$ cat src/rtl/snake_game_engine.sv
// Snake play-field engine: body shift array, steering, food pickup, self-collision
// and a registered cell-occupancy query for the renderer.
module snake_game_engine #(
    parameter int GRID_BITS = 4,
    parameter int MAX_LEN   = 16,
    parameter int INIT_LEN  = 3
) (
    input  logic                 CLOCK,
    input  logic                 RESET,
    input  logic [1:0]           STATE_IN,
    input  logic                 MOVE_TICK,
    input  logic [3:0]           DIR_BUTTONS,
    input  logic [GRID_BITS-1:0] FOOD_X,
    input  logic [GRID_BITS-1:0] FOOD_Y,
    input  logic [GRID_BITS-1:0] QUERY_X,
    input  logic [GRID_BITS-1:0] QUERY_Y,
    output logic [3:0]           SCORE_OUT,
    output logic                 SUICIDE_OUT,
    output logic                 FOOD_EATEN,
    output logic [GRID_BITS-1:0] HEAD_X,
    output logic [GRID_BITS-1:0] HEAD_Y,
    output logic [4:0]           LENGTH_OUT,
    output logic                 QUERY_HIT
);

    localparam logic [1:0]           ST_IDLE   = 2'b00;
    localparam logic [1:0]           ST_PLAY   = 2'b01;
    localparam int                   CENTER    = 1 << (GRID_BITS - 1);
    localparam logic [GRID_BITS-1:0] ONE       = 1;
    localparam logic [4:0]           MAX_LEN_L = 5'(MAX_LEN);
    localparam logic [4:0]           INIT_LEN_L = 5'(INIT_LEN);

    typedef enum logic [1:0] {
        DIR_UP    = 2'd0,
        DIR_DOWN  = 2'd1,
        DIR_LEFT  = 2'd2,
        DIR_RIGHT = 2'd3
    } dir_t;

    function automatic dir_t opposite(input dir_t d);
        case (d)
            DIR_UP:   return DIR_DOWN;
            DIR_DOWN: return DIR_UP;
            DIR_LEFT: return DIR_RIGHT;
            default:  return DIR_LEFT;
        endcase
    endfunction

    logic [GRID_BITS-1:0] r_seg_x [MAX_LEN];
    logic [GRID_BITS-1:0] r_seg_y [MAX_LEN];
    logic [4:0]           r_len;
    dir_t                 r_dir;
    dir_t                 r_pend;
    logic [3:0]           r_score;
    logic                 r_suicide;
    logic                 r_food_eaten;
    logic                 r_query_hit;

    logic                 w_init;
    logic                 w_move;
    logic                 w_step;
    logic                 w_grow;
    logic                 w_collide;
    dir_t                 w_req;
    dir_t                 w_pend;
    logic [GRID_BITS-1:0] w_nh_x;
    logic [GRID_BITS-1:0] w_nh_y;
    logic [4:0]           w_hit_lim;
    logic [MAX_LEN-1:0]   w_body_hit;
    logic [MAX_LEN-1:0]   w_query_match;

    assign w_init = !RESET || (STATE_IN == ST_IDLE);
    assign w_move = MOVE_TICK && (STATE_IN == ST_PLAY) && !r_suicide;

    // Steering: highest-priority pressed button, unless it would reverse the snake.
    always_comb begin
        w_req  = DIR_RIGHT;
        w_pend = r_pend;
        if (DIR_BUTTONS[0])      w_req = DIR_UP;
        else if (DIR_BUTTONS[1]) w_req = DIR_DOWN;
        else if (DIR_BUTTONS[2]) w_req = DIR_LEFT;
        if ((STATE_IN == ST_PLAY) && (|DIR_BUTTONS) && (w_req != opposite(r_dir)))
            w_pend = w_req;
    end

    always_comb begin
        w_nh_x = r_seg_x[0];
        w_nh_y = r_seg_y[0];
        case (w_pend)
            DIR_UP:   w_nh_y = r_seg_y[0] - ONE;
            DIR_DOWN: w_nh_y = r_seg_y[0] + ONE;
            DIR_LEFT: w_nh_x = r_seg_x[0] - ONE;
            default:  w_nh_x = r_seg_x[0] + ONE;
        endcase
    end

    assign w_grow    = (w_nh_x == FOOD_X) && (w_nh_y == FOOD_Y);
    // Without growth the tail cell vacates in the same step, so it is excluded.
    assign w_hit_lim = w_grow ? r_len : (r_len - 5'd1);

    for (genvar gi = 0; gi < MAX_LEN; gi++) begin : g_cmp
        localparam logic [4:0] IDX = 5'(gi);
        assign w_body_hit[gi]    = (IDX < w_hit_lim) &&
                                   (r_seg_x[gi] == w_nh_x) && (r_seg_y[gi] == w_nh_y);
        assign w_query_match[gi] = (IDX < r_len) &&
                                   (r_seg_x[gi] == QUERY_X) && (r_seg_y[gi] == QUERY_Y);
    end

    assign w_collide = |w_body_hit;
    assign w_step    = w_move && !w_collide;

    always_ff @(posedge CLOCK) begin
        if (w_init) begin
            for (int i = 0; i < MAX_LEN; i++) begin
                r_seg_x[i] <= (i < INIT_LEN) ? GRID_BITS'(CENTER - i) : '0;
                r_seg_y[i] <= (i < INIT_LEN) ? GRID_BITS'(CENTER) : '0;
            end
            r_len        <= INIT_LEN_L;
            r_dir        <= DIR_RIGHT;
            r_pend       <= DIR_RIGHT;
            r_score      <= 4'd0;
            r_suicide    <= 1'b0;
            r_food_eaten <= 1'b0;
            r_query_hit  <= 1'b0;
        end else begin
            r_pend       <= w_pend;
            r_food_eaten <= 1'b0;
            r_query_hit  <= |w_query_match;
            if (w_move && w_collide)
                r_suicide <= 1'b1;
            if (w_step) begin
                for (int i = 1; i < MAX_LEN; i++) begin
                    r_seg_x[i] <= r_seg_x[i-1];
                    r_seg_y[i] <= r_seg_y[i-1];
                end
                r_seg_x[0] <= w_nh_x;
                r_seg_y[0] <= w_nh_y;
                r_dir      <= w_pend;
                if (w_grow) begin
                    if (r_len < MAX_LEN_L)
                        r_len <= r_len + 5'd1;
                    if (r_score != 4'hF)
                        r_score <= r_score + 4'd1;
                    r_food_eaten <= 1'b1;
                end
            end
        end
    end

    assign SCORE_OUT   = r_score;
    assign SUICIDE_OUT = r_suicide;
    assign FOOD_EATEN  = r_food_eaten;
    assign HEAD_X      = r_seg_x[0];
    assign HEAD_Y      = r_seg_y[0];
    assign LENGTH_OUT  = r_len;
    assign QUERY_HIT   = r_query_hit;

endmodule

$ cat config.mk
export PLATFORM = sky130hd
export DESIGN_NAME = snake_game_engine
export DESIGN_NICKNAME = d
export VERILOG_FILES = /design/src/rtl/snake_game_engine.sv
export SDC_FILE = /design/constraint.sdc
export NUM_CORES = 1
export LEC_CHECK = 0
export BUFFER_PORTS_ARGS = -buffer_cell sky130_fd_sc_hd__clkbuf_2
export CAP_MARGIN = 0
export CORE_MARGIN = 2
export CORE_UTILIZATION = 32
export CTS_CLUSTER_DIAMETER = 30
export DETAILED_ROUTE_END_ITERATION = 16
export PLACE_DENSITY = 0.45
export SYNTH_ARGS = -nofsm -noshare
export SYNTH_HDL_FRONTEND = slang
export SYNTH_SLANG_ARGS = --single-unit
export TNS_END_PERCENT = 5
$ cat constraint.sdc
create_clock -name CLOCK -period 10 [get_ports CLOCK]
set_input_delay 1 -clock CLOCK [delete_from_list [all_inputs] [get_ports CLOCK]]
set_output_delay 1 -clock CLOCK [all_outputs]
set_load 0.05 [all_outputs]
; ---- After elaboration in Yosys (flattened, before gate mapping)
; Memories as Yosys holds them, arrays and structs flattened.
; Cells that the tools add are included.
[classes]
n_addsub = 7
magnitude_cmp = 33
n_eq_ne = 73
mux = 46
bitwise_logic = 33
reduce_logical = 85
[op_table]
columns = operator, count
row1 = 4-bit equality test, 66
row2 = 4-bit two-way mux, 32
row3 = 4-bit by 5-bit less-than comparator with 1-bit output (first input constant), 16
row4 = 1-bit logical AND, 71
row5 = 3-bit by 5-bit less-than comparator with 1-bit output (first input constant), 8
row6 = 1-bit OR, 32
row7 = 16-bit OR reduction, 2
row8 = 1-bit by 5-bit less-than comparator with 1-bit output (first input constant), 4
row9 = 2-bit by 5-bit less-than comparator with 1-bit output (first input constant), 4
row10 = 4-bit one-hot mux with 2 select lines, 2
row11 = 4-bit by 1-bit adder with 4-bit output (second input constant), 3
row12 = 4-bit by 1-bit subtractor with 4-bit output (second input constant), 2
row13 = 1-bit two-way mux, 7
row14 = 2-bit by 1-bit equality test with 1-bit output (second input constant), 3
row15 = 2-bit zero test, 3
row16 = 2-bit two-way mux, 3
row17 = 2-bit one-hot mux with 3 select lines, 1
row18 = 3-bit AND reduction, 2
row19 = 5-bit by 1-bit adder with 5-bit output (second input constant), 1
row20 = 5-bit less-than comparator (second input constant), 1
row21 = 5-bit two-way mux, 1
row22 = 5-bit by 1-bit subtractor with 5-bit output (second input constant), 1
row23 = 2-bit equality test (second input constant), 2
row24 = 4-bit != test (second input constant), 1
row25 = other kinds (6), 9
[totals]
regBits = 16
mem_bits_rw = 128
inputBits = 25
output_inout_bits = 20
word_cells = 286
n_memories = 2
[mem_list]
columns = memory, depth, word_bits, rd, rd_ports_with_merged_regs, write_ports, line_no
row1 = r_seg_x, 16, 4, 16, 0, 16, 49  ; logic [GRID_BITS-1:0] r_seg_x [MAX_LEN];
row2 = r_seg_y, 16, 4, 16, 0, 16, 50  ; logic [GRID_BITS-1:0] r_seg_y [MAX_LEN];

; ---- Longest topological paths before layout
[depth]
word_depth = 22
depth_mapped = 25
ltp_nobuf = 20

; ---- Worst setup path before layout
; Ideal clock, no wire load.
[synth_path]
path_type = input -> register
start = in DIR_BUTTONS[1]
end = mem r_seg_x[0][0] (enable)
setup_ns = 0.441
t_arrival_ns = 7.626
required_ns = 9.559
path_slack_ns = 1.933
path_stages = 22
path_buffers = 2
path_cell_list = nor3b_2 > o21a_2 > o31ai_4 > nand2_1 > clkbuf_1 > nand2_1 > xnor2_1 > ha_1 > inv_1 > a2111o_1 > a211o_1 > nand3_1 > o2111ai_2 > a211oi_4 > nand3_4 > or4_1 > a21boi_1 > o211ai_1 > nor3_4 > nand3_1 > clkbuf_1 > nand2_1
[synth_rtl]
columns = element, line_no
row1 = from (decl), 12  ; input logic [3:0] DIR_BUTTONS,
row2 = to (decl), 49

==> Implementation_results.wiki <==
{| class="wikitable"
! Metric !! Value
|-
| Number of placed instances, taps included || 1540
|-
| Clock sink total || 144
|-
| Vias in the first global route || 8411
|-
| Part of the total power dissipated in the clock network || 0.398
|-
| Synthesized area || 10660 um2
|-
| Most common library cell in the layout ignoring fill and taps || sky130_fd_sc_hd__xnor2_1
|-
| Flip-flop and latch count after synthesis || about 140
|-
| Primary flip-flop cell chosen by synthesis mapping || sky130_fd_sc_hd__edfxtp_1
|-
| Period utilisation layout || 0.7583
|-
| Overall fraction of global-route tracks in use || 0.2184
|-
| Area of the placeable core || 32700 um2
|-
| Run status || finished, final reports clean
|-
| Maximum fanout along the worst path || 71
|-
| Worst hold path depth || 2
|-
| Initial DRC count || ~750
|-
| Non-filler cells, final || 1572
|-
| Pre-Repair DR Iteration Count || 5
|-
| CTS tree || done
|-
| Power after layout || 0.001706 W
|-
| Routed vias || ~8700
|-
| Sequence of cells on the critical path || clkbuf_2, and2b_1, o21ai_2, o31ai_4, nand2_1, nand2_1, xnor2_1, ha_1, inv_1, a2111o_1, a211o_1, nand3_1, o2111ai_2, a211oi_4, nand3_4, or4_1, a21boi_1, o211ai_1, nor3_4, and3_4, buf_12, and3_1
|-
| Area of the die || 34800 um2
|-
| Number of maximum-capacitance constraint violations || 0
|-
| Post-Synthesis Net Count || 1153
|-
| Setup Total Neg Slack || 0 ns
|-
| # hold bufs at CTS || 0
|-
| Antenna violations before repair || 1
|-
| Switching share of power || 0.3265
|-
| Mean instance size in the synthesized netlist || 9.520 um2
|-
| Sum of buffers and inverters on the critical path || 3
|-
| Placement-stage cell area || 11190 um2
|-
| Number of library cell types mapped by synthesis || 83
|-
| Setup crit start kind || primary input
|-
| Largest cells by area after synthesis || sky130_fd_sc_hd__edfxtp_1 23%, sky130_fd_sc_hd__dfxtp_1 12%, sky130_fd_sc_hd__xnor2_1 12%
|-
| Hold Vio Cnt, Final || 0
|-
| Sequential share of power || 0.397
|-
| Launch instance of the worst register-to-register path || r_dir[1]$_SDFFE_PP1P_
|-
| Horizontal extent of the die || between 150 and 200 um
|-
| Final max-slew violation count || 0
|-
| Routed WL per cell || between 20 and 25 um
|-
| Maximum number of pins on one net before global-route repair || 89
|-
| Launch point of the critical path || STATE_IN[1]
|-
| Count of standard-cell rows || 66
|-
| Largest clock skew in the final design || 0.01854 ns
|-
| Switching Power || 0.0005570 W
|-
| Final routed DRC violation total || 0
|-
| Total Nets Final || 1150
|-
| Register area share after synthesis || 0.3455
|-
| Hold Crit Class || reg -> reg
|-
| Placed wire-length estimate || 26.74 mm
|-
| Slowest-stage cell, CP || sky130_fd_sc_hd__and3_4
|-
| Sum of overflow across all layers after global routing || 0
|-
| CP arrival || 7.89 ns
|-
| Slew margin rel. || 0.2254
|-
| Library cell occupying the most area in the post-synthesis netlist || sky130_fd_sc_hd__edfxtp_1
|-
| Boundary pin count || 45
|-
| Proportion of synthesized flip-flops having asynchronous set or reset || 0
|-
| CTS buffer count || 17
|-
| Register-to-register path setup slack || 2.73 ns
|-
| Leakage power total || 4.485 nW
|-
| Place WS || slightly above 2 ns
|-
| Total length of routed wires || roughly 38 mm
|-
| Final-layout fill cell count || 3362
|-
| Synth-to-layout area growth || 10.62%
|-
| Post-synthesis cell count || 1120
|-
| Root Driver || sky130_fd_sc_hd__clkbuf_16
|-
| Resize count post-CTS || 0
|-
| Finish-stage setup viols || 0
|-
| Combinational share of power || 0.206
|-
| Critical hold path startpoint || r_seg_x[1][31]$_SDFFE_PP0P_
|-
| Internal power summed over all cells || 0.001149 W
|-
| Clock insertion delay at the later pin of the skew report || 0.45 ns
|-
| Highest-count cells in the layout ignoring fill and taps || 144 x sky130_fd_sc_hd__xnor2_1, 120 x sky130_fd_sc_hd__xor2_1, 91 x sky130_fd_sc_hd__nand2_1
|-
| Chip Height || 186.5 um
|-
| Maximum count of clock buffers along a single path || 2
|-
| Count of warnings emitted by yosys || 0
|-
| Final Worst Setup Slack || about 2.4 ns
|-
| Number of flops mapped to enable cells by yosys || 80
|-
| Count of input and output buffers || 44
|-
| H-tree Lvls || 4
|-
| Critical path class || in -> reg
|-
| Power per standard cell area || about 140 nW/um2
|-
| Clock slew seen by the registers of the worst setup and hold paths || approximately 0.070 ns
|-
| Hold path endpoint || r_seg_x[1][31]$_SDFFE_PP0P_
|-
| Slew @ Worst Pin || 1.151 ns
|-
| Top Family by Delay on Critical Path || simple AND/OR/NAND/NOR gates
|-
| Crit end category || flop
|-
| Min Tclk post-route || 7.583 ns
|-
| Max Fclk || 0.1319 GHz
|-
| Number of antenna cells inserted || 0
|-
| Initial cell density of the core || 0.3261
|-
| Setup repair after global routing missed its margin || false
|-
| Required time at the endpoint of the critical path || between 10 and 15 ns
|-
| Vias per std cell || 5.559
|-
| Wire length of the first global-routing pass || 57.10 mm
|-
| Area share of the largest cell type after synthesis || 0.2253
|-
| Final GP Congestion || 0.8700
|-
| Largest stage delay on the critical path || 0.68 ns
|-
| Share of post-route cells with drive strength above 1 || 0.1097
|-
| Dominant cell type by count on the critical path || sky130_fd_sc_hd__nand2_1
|-
| Number of nets with antenna violations after detailed routing || 0
|-
| Capture instance of the worst register-to-register path || r_seg_y[1][6]$_SDFFCE_PN0P_
|-
| Buffers inserted by post-CTS timing repair || 0
|-
| Worst-case reg-to-reg path depth || 21
|-
| Final Cell Area || ~12000 um2
|-
| Maximum vdd ir drop || ~0.12 mV
|}
## how the worst max path moves through the flow
stage	to	slack [ns]	cells after the start
2_1_floorplan	r_seg_x[0][0]$_SDFFCE_PN0P_	1.93	22
3_3_place_gp	r_seg_x[0][0]$_SDFFCE_PN0P_	2.14	22
3_5_place_dp	r_seg_x[0][19]$_SDFFCE_PN0P_	2.02	22
4_1_cts	r_seg_x[0][15]$_SDFFCE_PN0P_	2.44	22
5_1_grt	r_seg_x[0][21]$_SDFFCE_PN0P_	1.89	22
6_report	r_seg_y[1][6]$_SDFFCE_PN0P_	2.42	22
## worst min-delay path, stage by stage (launching register included)
cell,delay (ns)
sky130_fd_sc_hd__dfxtp_1,0.34
sky130_fd_sc_hd__nand2_1,0.06
sky130_fd_sc_hd__mux2i_1,0.05
## cell families (layout without fill, tap and decap cells)
group / Yosys count / after routing / synth area share
and+or+nand+nor: 362 / 362 / 0.1834
xor gates and xnor gates: 276 / 276 / 0.2415
AOI/OAI and AO/OA: 160 / 160 / 0.1103
DFF: 144 / 144 / 0.3455
buffers and inverters: 108 / 118 / 0.05069
muxes: 62 / 62 / 0.05855
adders and majority gates: 8 / 8 / 0.01009
## metal layers
metal	GRT usage	up-vias	part of all wire
met4	0.06593	2	0.023
met5	0	-	0.00034
li1	-	4056	-
met1	0.3158	4338	0.48
met2	0.3354	291	0.44
met3	0.03310	52	0.056
## state kept, by name (all words and copies together), names as in the netlist, 2 cells and up
register	flops
r_seg_y	64
r_seg_x	64
SCORE_OUT	4
r_dir	2
LENGTH_OUT	5
r_pend	2
## metrics by stage
stage	hold WS (ns)	utilization
floorplan	0.4608	-
global placement	0.4807	0.3423
detailed placement	0.4853	0.3423
CTS	0.4947	0.3607
global route	0.5068	0.3607
finish	0.4972	0.3607
## Yosys cell counts, drive strengths merged, types with 8 or more instances
library cell  number
dfxtp             64
xor2             120
a31oi             18
nand2             92
edfxtp            80
buf               31
inv               16
clkbuf            59
and3              67
o2111ai           12
a21oi             25
nand3             29
xnor3              9
a211oi             8
or3               14
mux2i             59
o21ai             28
nor4              31
nor2              32
nand4             38
xnor2            147
nor3              34
## final cells by class
type                       instances  area [um2]  area share
tap                              442       553.0     0.04689
clock buffer                      18       429.2     0.03638
multi-input combinational        868        6465      0.5481
timing repair buffer              68       425.4     0.03607
inverter                          18       67.56    0.005728
sequential                       144        3684      0.3123
clock inverter                    14       171.4     0.01453
## power groups by stage
stage	registers, W	clock network [W]	logic, W
final	0.000677	0.000678	0.000351
after floorplan	0.000677	0	0.000254
after CTS	0.000676	0.000691	0.000349
after global placement	0.000690	0	0.000347
after global routing	0.000679	0.000712	0.000376
after detailed placement	0.000690	0	0.000347
Power figures use the tool's default switching activity.
